**src/rtl/pacman_pkg.sv**
```systemverilog
// Shared definitions for the Pac-Man movement scheduler: one-hot direction
// codes and the scheduler FSM state encoding.
package pacman_pkg;

    localparam logic [3:0] DIR_LEFT  = 4'b1000;
    localparam logic [3:0] DIR_RIGHT = 4'b0100;
    localparam logic [3:0] DIR_UP    = 4'b0010;
    localparam logic [3:0] DIR_DOWN  = 4'b0001;
    localparam logic [3:0] DIR_NONE  = 4'b0000;

    typedef enum logic [1:0] {
        IDLE   = 2'd0,
        REQ    = 2'd1,
        DECIDE = 2'd2,
        MOVE   = 2'd3
    } state_t;

endpackage

```
**src/rtl/pacman_move_scheduler_direction_buffer.sv**
```systemverilog
// direction_buffer: priority-encodes the player buttons (L > R > U > D) and
// remembers the last requested direction until the scheduler consumes it.
module direction_buffer
    import pacman_pkg::*;
(
    input  logic       clk,
    input  logic       reset_n,
    input  logic       left_button,
    input  logic       right_button,
    input  logic       up_button,
    input  logic       down_button,
    input  logic       consume,
    output logic [3:0] pending
);

    logic [3:0] pressed;

    // One-hot of the highest-priority button currently held, or none.
    always_comb begin
        pressed = DIR_NONE;
        if (left_button)       pressed = DIR_LEFT;
        else if (right_button) pressed = DIR_RIGHT;
        else if (up_button)    pressed = DIR_UP;
        else if (down_button)  pressed = DIR_DOWN;
    end

    // A fresh press always wins over a consume in the same cycle.
    always_ff @(posedge clk or negedge reset_n) begin
        if (!reset_n)
            pending <= DIR_NONE;
        else if (pressed != DIR_NONE)
            pending <= pressed;
        else if (consume)
            pending <= DIR_NONE;
    end

endmodule

```
**src/rtl/pacman_move_scheduler.sv**
```systemverilog
// pacman_move_scheduler: on each move tick, queries maze legality for the
// current tile, resolves the buffered direction, then steps one tile.
// Optional build macro PACMAN_TUNNEL_WRAP_EN makes horizontal moves off
// either maze edge wrap to the opposite edge instead of saturating.
module pacman_move_scheduler
    import pacman_pkg::*;
#(
    parameter int X_W     = 5,
    parameter int Y_W     = 5,
    parameter int MAZE_W  = 28,
    parameter int MAZE_H  = 31,
    parameter int START_X = 13,
    parameter int START_Y = 23
) (
    input  logic           clk,
    input  logic           reset_n,
    input  logic           move_tick,
    input  logic           left_button,
    input  logic           right_button,
    input  logic           up_button,
    input  logic           down_button,
    output logic           maze_req,
    output logic [X_W-1:0] maze_x,
    output logic [Y_W-1:0] maze_y,
    input  logic           maze_ack,
    input  logic [3:0]     maze_legal,
    output logic [X_W-1:0] pos_x,
    output logic [Y_W-1:0] pos_y,
    output logic [3:0]     curr_direction,
    output logic           move_done,
    output logic           busy,
    output logic           tick_overrun
);

    localparam logic [X_W-1:0] X_MAX = X_W'(MAZE_W - 1);
    localparam logic [Y_W-1:0] Y_MAX = Y_W'(MAZE_H - 1);

    state_t     state;
    logic [3:0] legal_q;
    logic [3:0] pending;
    logic       consume;

    // The pending direction is taken only when the maze allows it.
    assign consume = (state == DECIDE) && ((pending & legal_q) != DIR_NONE);

    direction_buffer u_dir_buf (
        .clk          (clk),
        .reset_n      (reset_n),
        .left_button  (left_button),
        .right_button (right_button),
        .up_button    (up_button),
        .down_button  (down_button),
        .consume      (consume),
        .pending      (pending)
    );

    // Position only changes in MOVE, so it is a stable query address in REQ.
    assign maze_x = pos_x;
    assign maze_y = pos_y;
    assign busy   = (state != IDLE);

    // Scheduler FSM: tick -> lookup handshake -> direction decision -> step.
    always_ff @(posedge clk or negedge reset_n) begin
        if (!reset_n) begin
            state          <= IDLE;
            legal_q        <= DIR_NONE;
            maze_req       <= 1'b0;
            pos_x          <= X_W'(START_X);
            pos_y          <= Y_W'(START_Y);
            curr_direction <= DIR_NONE;
            move_done      <= 1'b0;
            tick_overrun   <= 1'b0;
        end else begin
            move_done <= 1'b0;
            if (move_tick && state != IDLE)
                tick_overrun <= 1'b1;
            case (state)
                IDLE: begin
                    if (move_tick) begin
                        maze_req <= 1'b1;
                        state    <= REQ;
                    end
                end
                REQ: begin
                    if (maze_ack) begin
                        legal_q  <= maze_legal;
                        maze_req <= 1'b0;
                        state    <= DECIDE;
                    end
                end
                DECIDE: begin
                    if ((pending & legal_q) != DIR_NONE)
                        curr_direction <= pending;
                    else if ((curr_direction & legal_q) == DIR_NONE)
                        curr_direction <= DIR_NONE;
                    state <= MOVE;
                end
                MOVE: begin
                    case (curr_direction)
                        DIR_LEFT: begin
                            if (pos_x != '0)
                                pos_x <= pos_x - 1'b1;
`ifdef PACMAN_TUNNEL_WRAP_EN
                            else
                                pos_x <= X_MAX;
`endif
                        end
                        DIR_RIGHT: begin
                            if (pos_x != X_MAX)
                                pos_x <= pos_x + 1'b1;
`ifdef PACMAN_TUNNEL_WRAP_EN
                            else
                                pos_x <= '0;
`endif
                        end
                        DIR_UP: begin
                            if (pos_y != '0)
                                pos_y <= pos_y - 1'b1;
                        end
                        DIR_DOWN: begin
                            if (pos_y != Y_MAX)
                                pos_y <= pos_y + 1'b1;
                        end
                        default: ;
                    endcase
                    move_done <= 1'b1;
                    state     <= IDLE;
                end
                default: state <= IDLE;
            endcase
        end
    end

endmodule

```
**config.mk**
```make
export PLATFORM = sky130hd
export DESIGN_NAME = pacman_move_scheduler
export DESIGN_NICKNAME = d
export VERILOG_FILES = /design/src/rtl/pacman_pkg.sv /design/src/rtl/pacman_move_scheduler_direction_buffer.sv /design/src/rtl/pacman_move_scheduler.sv
export SDC_FILE = /design/constraint.sdc
export NUM_CORES = 1
export LEC_CHECK = 0
export CORE_UTILIZATION = 40
export DETAILED_ROUTE_END_ITERATION = 8
export GPL_TIMING_DRIVEN = 0
export PLACE_DENSITY = 0.67
export SLEW_MARGIN = 10
export SYNTH_ARGS = -nofsm -noshare
export SYNTH_HDL_FRONTEND = slang
export SYNTH_SLANG_ARGS = --single-unit
```
**constraint.sdc**
```tcl
create_clock -name clk -period 2.8 [get_ports clk]
set_clock_uncertainty 0.15 [all_clocks]
set_input_delay 0.56 -clock clk [delete_from_list [all_inputs] [get_ports clk]]
set_output_delay 0.56 -clock clk [all_outputs]
set_load 0.01 [all_outputs]
```
== Word level (Yosys, flattened, before mapping) ==
Cells that the tools add are included.
Word-level totals
  output and inout port bits: 28
  register bits after elaboration: 27
  input port bits: 12
  logic and storage cells: 71
Operators by class
  bitwise gates (word level): 2
  eq/ne operators: 15
  reductions and logical operators: 20
  mux-type cells: 21
  add/sub/neg operators: 4
Operator list (count)
  4-bit two-way mux: 7
  5-bit two-way mux: 4
  5-bit one-hot mux with 2 select lines: 2
  2-bit != test, second input constant: 6
  2-bit nonzero test: 6
  5-bit by 1-bit adder with 5-bit output, second input constant: 2
  5-bit != test, second input constant: 2
  5-bit nonzero test: 2
  5-bit by 1-bit subtractor with 5-bit output, second input constant: 2
  4-bit AND: 2
  2-bit one-hot mux with 4 select lines: 1
  4-bit AND reduction: 2
  4-bit nonzero test: 2
  2-bit AND reduction: 3
  2-bit equality test, second input constant: 2
  4-bit by 1-bit equality test with 1-bit output, second input constant: 1
  4-bit by 2-bit equality test with 1-bit output, second input constant: 1
  4-bit by 3-bit equality test with 1-bit output, second input constant: 1
  4-bit equality test, second input constant: 1
  4-bit zero test: 1
  1-bit two-way mux: 4
  2-bit two-way mux: 2
  3-bit AND reduction: 1
  2-bit by 1-bit equality test with 1-bit output, second input constant: 1
  other kinds (3): 4

== Logic depth before layout (Yosys ltp) ==
  word-level depth: 6
  depth in mapped cells: 10
  depth with buffers taken out: 9

== Cells and area by module ==
Synthesis repeated with hierarchy kept, for this count alone.
Second synthesis, totals
  cells, all modules: 148
  area, all modules: 1565.3 um^2
By module, submodules not included
  pacman_move_scheduler: cells each 133, instances 1, sequential area each 584.3 um^2, area an instance 1395.1 um^2
  direction_buffer: cells each 15, instances 1, sequential area each 100.1 um^2, area an instance 170.2 um^2

== Least setup slack after synthesis ==
Ideal clock, no wire load.
  path type: register to register
  start point: reg curr_direction[0]
  end point: reg pos_x[4], in the netlist maze_x[4]
  required time: 2523 ps
  library setup time: 127 ps
  arrival: 2255 ps
  path buffers: 1
  path slack: 268 ps
  cell stages (with the launch flop): 10
  clock period less this slack: 2532 ps
  cells stage by stage: dfrtp_1 > buf_2 > nor4b_1 > inv_1 > ha_1 > nor2b_1 > a221oi_1 > xnor2_1 > nand2_1 > xnor2_1
On the way
  longest elaborated chain between the ends: 3
  elaborated cells on any way between the ends: 7
  classes of those cells: eq/ne (4); mux (1); reduce/logical (2)
Ends and longest elaborated chain
  from (decl): line pacman_move_scheduler.sv:29  | output logic [3:0] curr_direction,
  from (signal assigned): line pacman_move_scheduler.sv:93  | curr_direction <= pending;
  4-bit by 3-bit equality test with 1-bit output / 4-bit equality test (equally long branches): line pacman_move_scheduler.sv:99  | case (curr_direction)
  2-bit != test (no source line) / 2-bit nonzero test (equally long branches)
  4-bit AND reduction (no source line)
  to (signal assigned): line pacman_move_scheduler.sv:68  | pos_x <= X_W'(START_X);
  to (signal assigned): line pacman_move_scheduler.sv:102  | pos_x <= pos_x - 1'b1;
  to (signal assigned): line pacman_move_scheduler.sv:110  | pos_x <= pos_x + 1'b1;
  to (decl): line pacman_move_scheduler.sv:27  | output logic [X_W-1:0] pos_x,
Several ways; a longest one is shown, not always the timed one.
A chain may end at the register's enable or synchronous reset.

== Final worst setup path ==
Same ends and word-level chain as after synthesis.

==> results by group <==
Detailed routing
  – DRC violations left: 0
  – First DRT Iteration DRCs: 50
  – Via count: 1277
  – Final wirelength: 3100 µm
  – DR WL/cell: 12.7 µm
  – Drt pass-1 iters: 3
  – Vias/cell: 5.21
  – Antenna Nets Post-Route: 0

Logic synthesis
  – Share of the synthesized area in the top cell type: 0.308
  – Seq/Total Area, Yosys: 0.421
  – Predominant post-synthesis flop cell: dfrtp_1
  – Gate Count Post-Synth: 154
  – Top cells by count, synth: dfrtp_1 (20), inv_1 (12), buf_4 (10), ha_1 (10), a21oi_1 (9)
  – Register bit total from synthesis: 27
  – Post-Synthesis Cell Area: 1630 µm²
  – Most common cell in the netlist: dfrtp_1
  – Synth warn: 0
  – Avg Cell Area, Syn: 10.6 µm²
  – Async SR Flop Fraction: 1.00
  – Mapped Nets: 177
  – Synth area leader: dfrtp_1
  – Synth unique cells: 45
  – Number of flops mapped to enable cells by yosys: 0
  – Largest cells by area after synthesis: dfrtp_1 (31%), dfstp_2 (11%), ha_1 (7.7%), buf_4 (4.6%), mux2_2 (4.2%)

Timing
  – RSZ-0062 raised after global routing: false
  – Measured slew at the worst slew-check pin: 0.596 ns
  – Fin. max-slew vios: 0
  – Setup_tns: 0 ns
  – Fmax: 392 MHz
  – Min Tclk post-route: 2.55 ns
  – Fin crit share: 0.912
  – Final Hold Viols: 0
  – Worst rel slew slack: 0.602
  – Final setup fails: 0
  – Post-route worst setup slack: 0.247 ns

Flow run
  – Max-Cap Viols: 0

Clock tree
  – # clock sinks: 27
  – Cts hold-fix bufs: 0
  – H-tree depth: 1
  – CTS tree: done
  – Number of CTS-inserted buffers: 3
  – CTS Root Cell: clkbuf_8
  – Reg clk slew, reported paths: 0.09 ns
  – Clock latency on the worst-skew pair: 0.27 ns
  – Longest Clk Path Bufs: 2

Power
  – Combinational share of power: 0.564
  – PD cells: 1040 nW/µm²
  – Peak VDD IR: 0.513 mV
  – Int Power: 1.39 mW
  – Final total power: 2.21 mW
  – Clk pwr share: 0.099
  – Net Sw Power: 0.820 mW
  – Net Sw Frac: 0.372
  – Leak: 0.877 nW
  – Seq pwr share: 0.337

Cells and area
  – Final core utilization: 0.563
  – Area growth syn-to-layout: 30.6%
  – Footprint of the multi-input gates: 813 µm²
  – Fill cells: 316
  – Antenna diode count: 0
  – Sequential cell area: 684 µm²
  – Final nets: 221
  – Share of layout cells above drive strength 1: 0.188

Die
  – Io pins: 40
  – Die X: 65.7 µm
  – Core area: 3770 µm²
  – Initial Util: 0.431
  – Row Count: 22
  – Die height: 65.7 µm
  – Die ar.: 4320 µm²

Critical path
  – Worst Path Max Fanout: 9
  – CP Class: register to register
  – Critical Path RT: 2.80 ns
  – Reg2reg setup slack: 0.25 ns
  – Worst setup EP type: register
  – Crit path DAT: 2.56 ns
  – CP Launch Type: register

GRT
  – Initial antenna violation count: 0
  – Number of global-route vias before repair: 1233
  – First-pass GRT wire length: 5240 µm
  – Total GRT Usage: 0.157
  – GRT overflow: 0
  – Largest net degree at the start of global routing: 28

Place
  – Dpl ws: 0.0550 ns
  – Port bufs: 39
  – HPWL after DPL: 2440 µm
  – Placer Congestion: 0.750

Run status
  – Status: completed

Worst hold path
  – Hold/Removal Path Class: primary input to asynchronous set/reset pin
[power by group through the flow]
stage / logic, mW / registers [mW] / clock network (mW)
floorplan: 0.757 / 0.747 / 0
global placement: 1.21 / 0.738 / 0
detailed placement: 1.25 / 0.751 / 0
CTS: 1.26 / 0.743 / 0.226
global route: 1.37 / 0.771 / 0.242
finish: 1.24 / 0.743 / 0.217
[critical path, cell delays in order, from the launching register on]
cell	delay [ns]
dfrtp_1	0.39
buf_2	0.17
nor4b_2	0.35
inv_1	0.18
ha_1	0.35
nor2b_1	0.14
a221oi_1	0.31
xnor2_1	0.16
nand2_1	0.08
xnor2_1	0.15
[final timing paths]
check | startpoint | endpoint | depth (start not counted)
max in group asynchronous | reset_n | maze_x[4] | 1
hold reg to reg | tick_overrun | tick_overrun | 1
hold / removal | reset_n | legal_q[0] | 1
setup / recovery | curr_direction[0] | maze_x[4] | 9
min in group clk | tick_overrun | tick_overrun | 1
setup reg to reg | curr_direction[0] | maze_x[4] | 9
[sequential cells by signal (all words and copies together), names as in the netlist]
signal and flops:
maze_x 5, maze_y 5, curr_direction 4, legal_q 4, u_dir_buf.pending 4, state 2, maze_req 1, move_done 1
tick_overrun 1
[layout by cell type (no fill, tap or decap), types with 3 or more instances in the layout]
cell type / n
dfrtp_1: 20
a22o_1: 6
clkbuf_8: 3
mux2_2: 6
xnor2_1: 7
o21ai_0: 7
nor2b_1: 3
dfstp_2: 7
a21oi_1: 9
buf_4: 10
buf_2: 3
nor2_1: 5
ha_1: 10
nand2_1: 8
inv_1: 12
nor3_1: 4
clkdlybuf4s50_1: 38
[kinds of logic (layout without fill, tap and decap cells)]
kind of cell / after synthesis / in the layout / share of synthesized area
xor gates and xnor gates: 9 / 9 / 0.0485
muxes: 8 / 8 / 0.0570
AOI/OAI and AO/OA: 37 / 37 / 0.169
and+or+nand+nor: 37 / 37 / 0.132
DFF: 27 / 27 / 0.421
buffers and inverters: 25 / 68 / 0.0824
adders and majority gates: 11 / 11 / 0.0893
[final cells by class]
type	instances	area share
Timing Repair Buffer	39	0.182
Buffer	13	0.0419
Multi-Input combinational cell	102	0.383
Sequential cell	27	0.323
Inverter	12	0.0212
Tap cell	48	0.0283
Clock buffer	4	0.0212
[per-layer routing]
metal	share of wire	wire, µm	GRT usage
met5	0	0	0
met4	0.011	34	0.0326
met3	0.035	109	0.0243
met2	0.51	1570	0.287
met1	0.45	1390	0.191
[per-stage QoR]
| stage | instance area, µm² | hold slack, ns | cells |
|---|---|---|---|
| after floorplan | 1630 | 0.114 | 154 |
| after global placement | 2080 | 0.293 | 241 |
| after detailed placement | 2080 | 0.296 | 241 |
| after CTS | 2120 | 0.322 | 245 |
| after global routing | 2120 | 0.168 | 245 |
| final | 2120 | 0.138 | 245 |
[what timing repair did]
item                                    in CTS  in global routing
gates resized for setup                      0                  1
setup buffers                                0                  0
endpoints found under the hold margin        0                  0
endpoints found under the setup margin       0                  1
No activity file was read; power rests on OpenSTA's default activity.
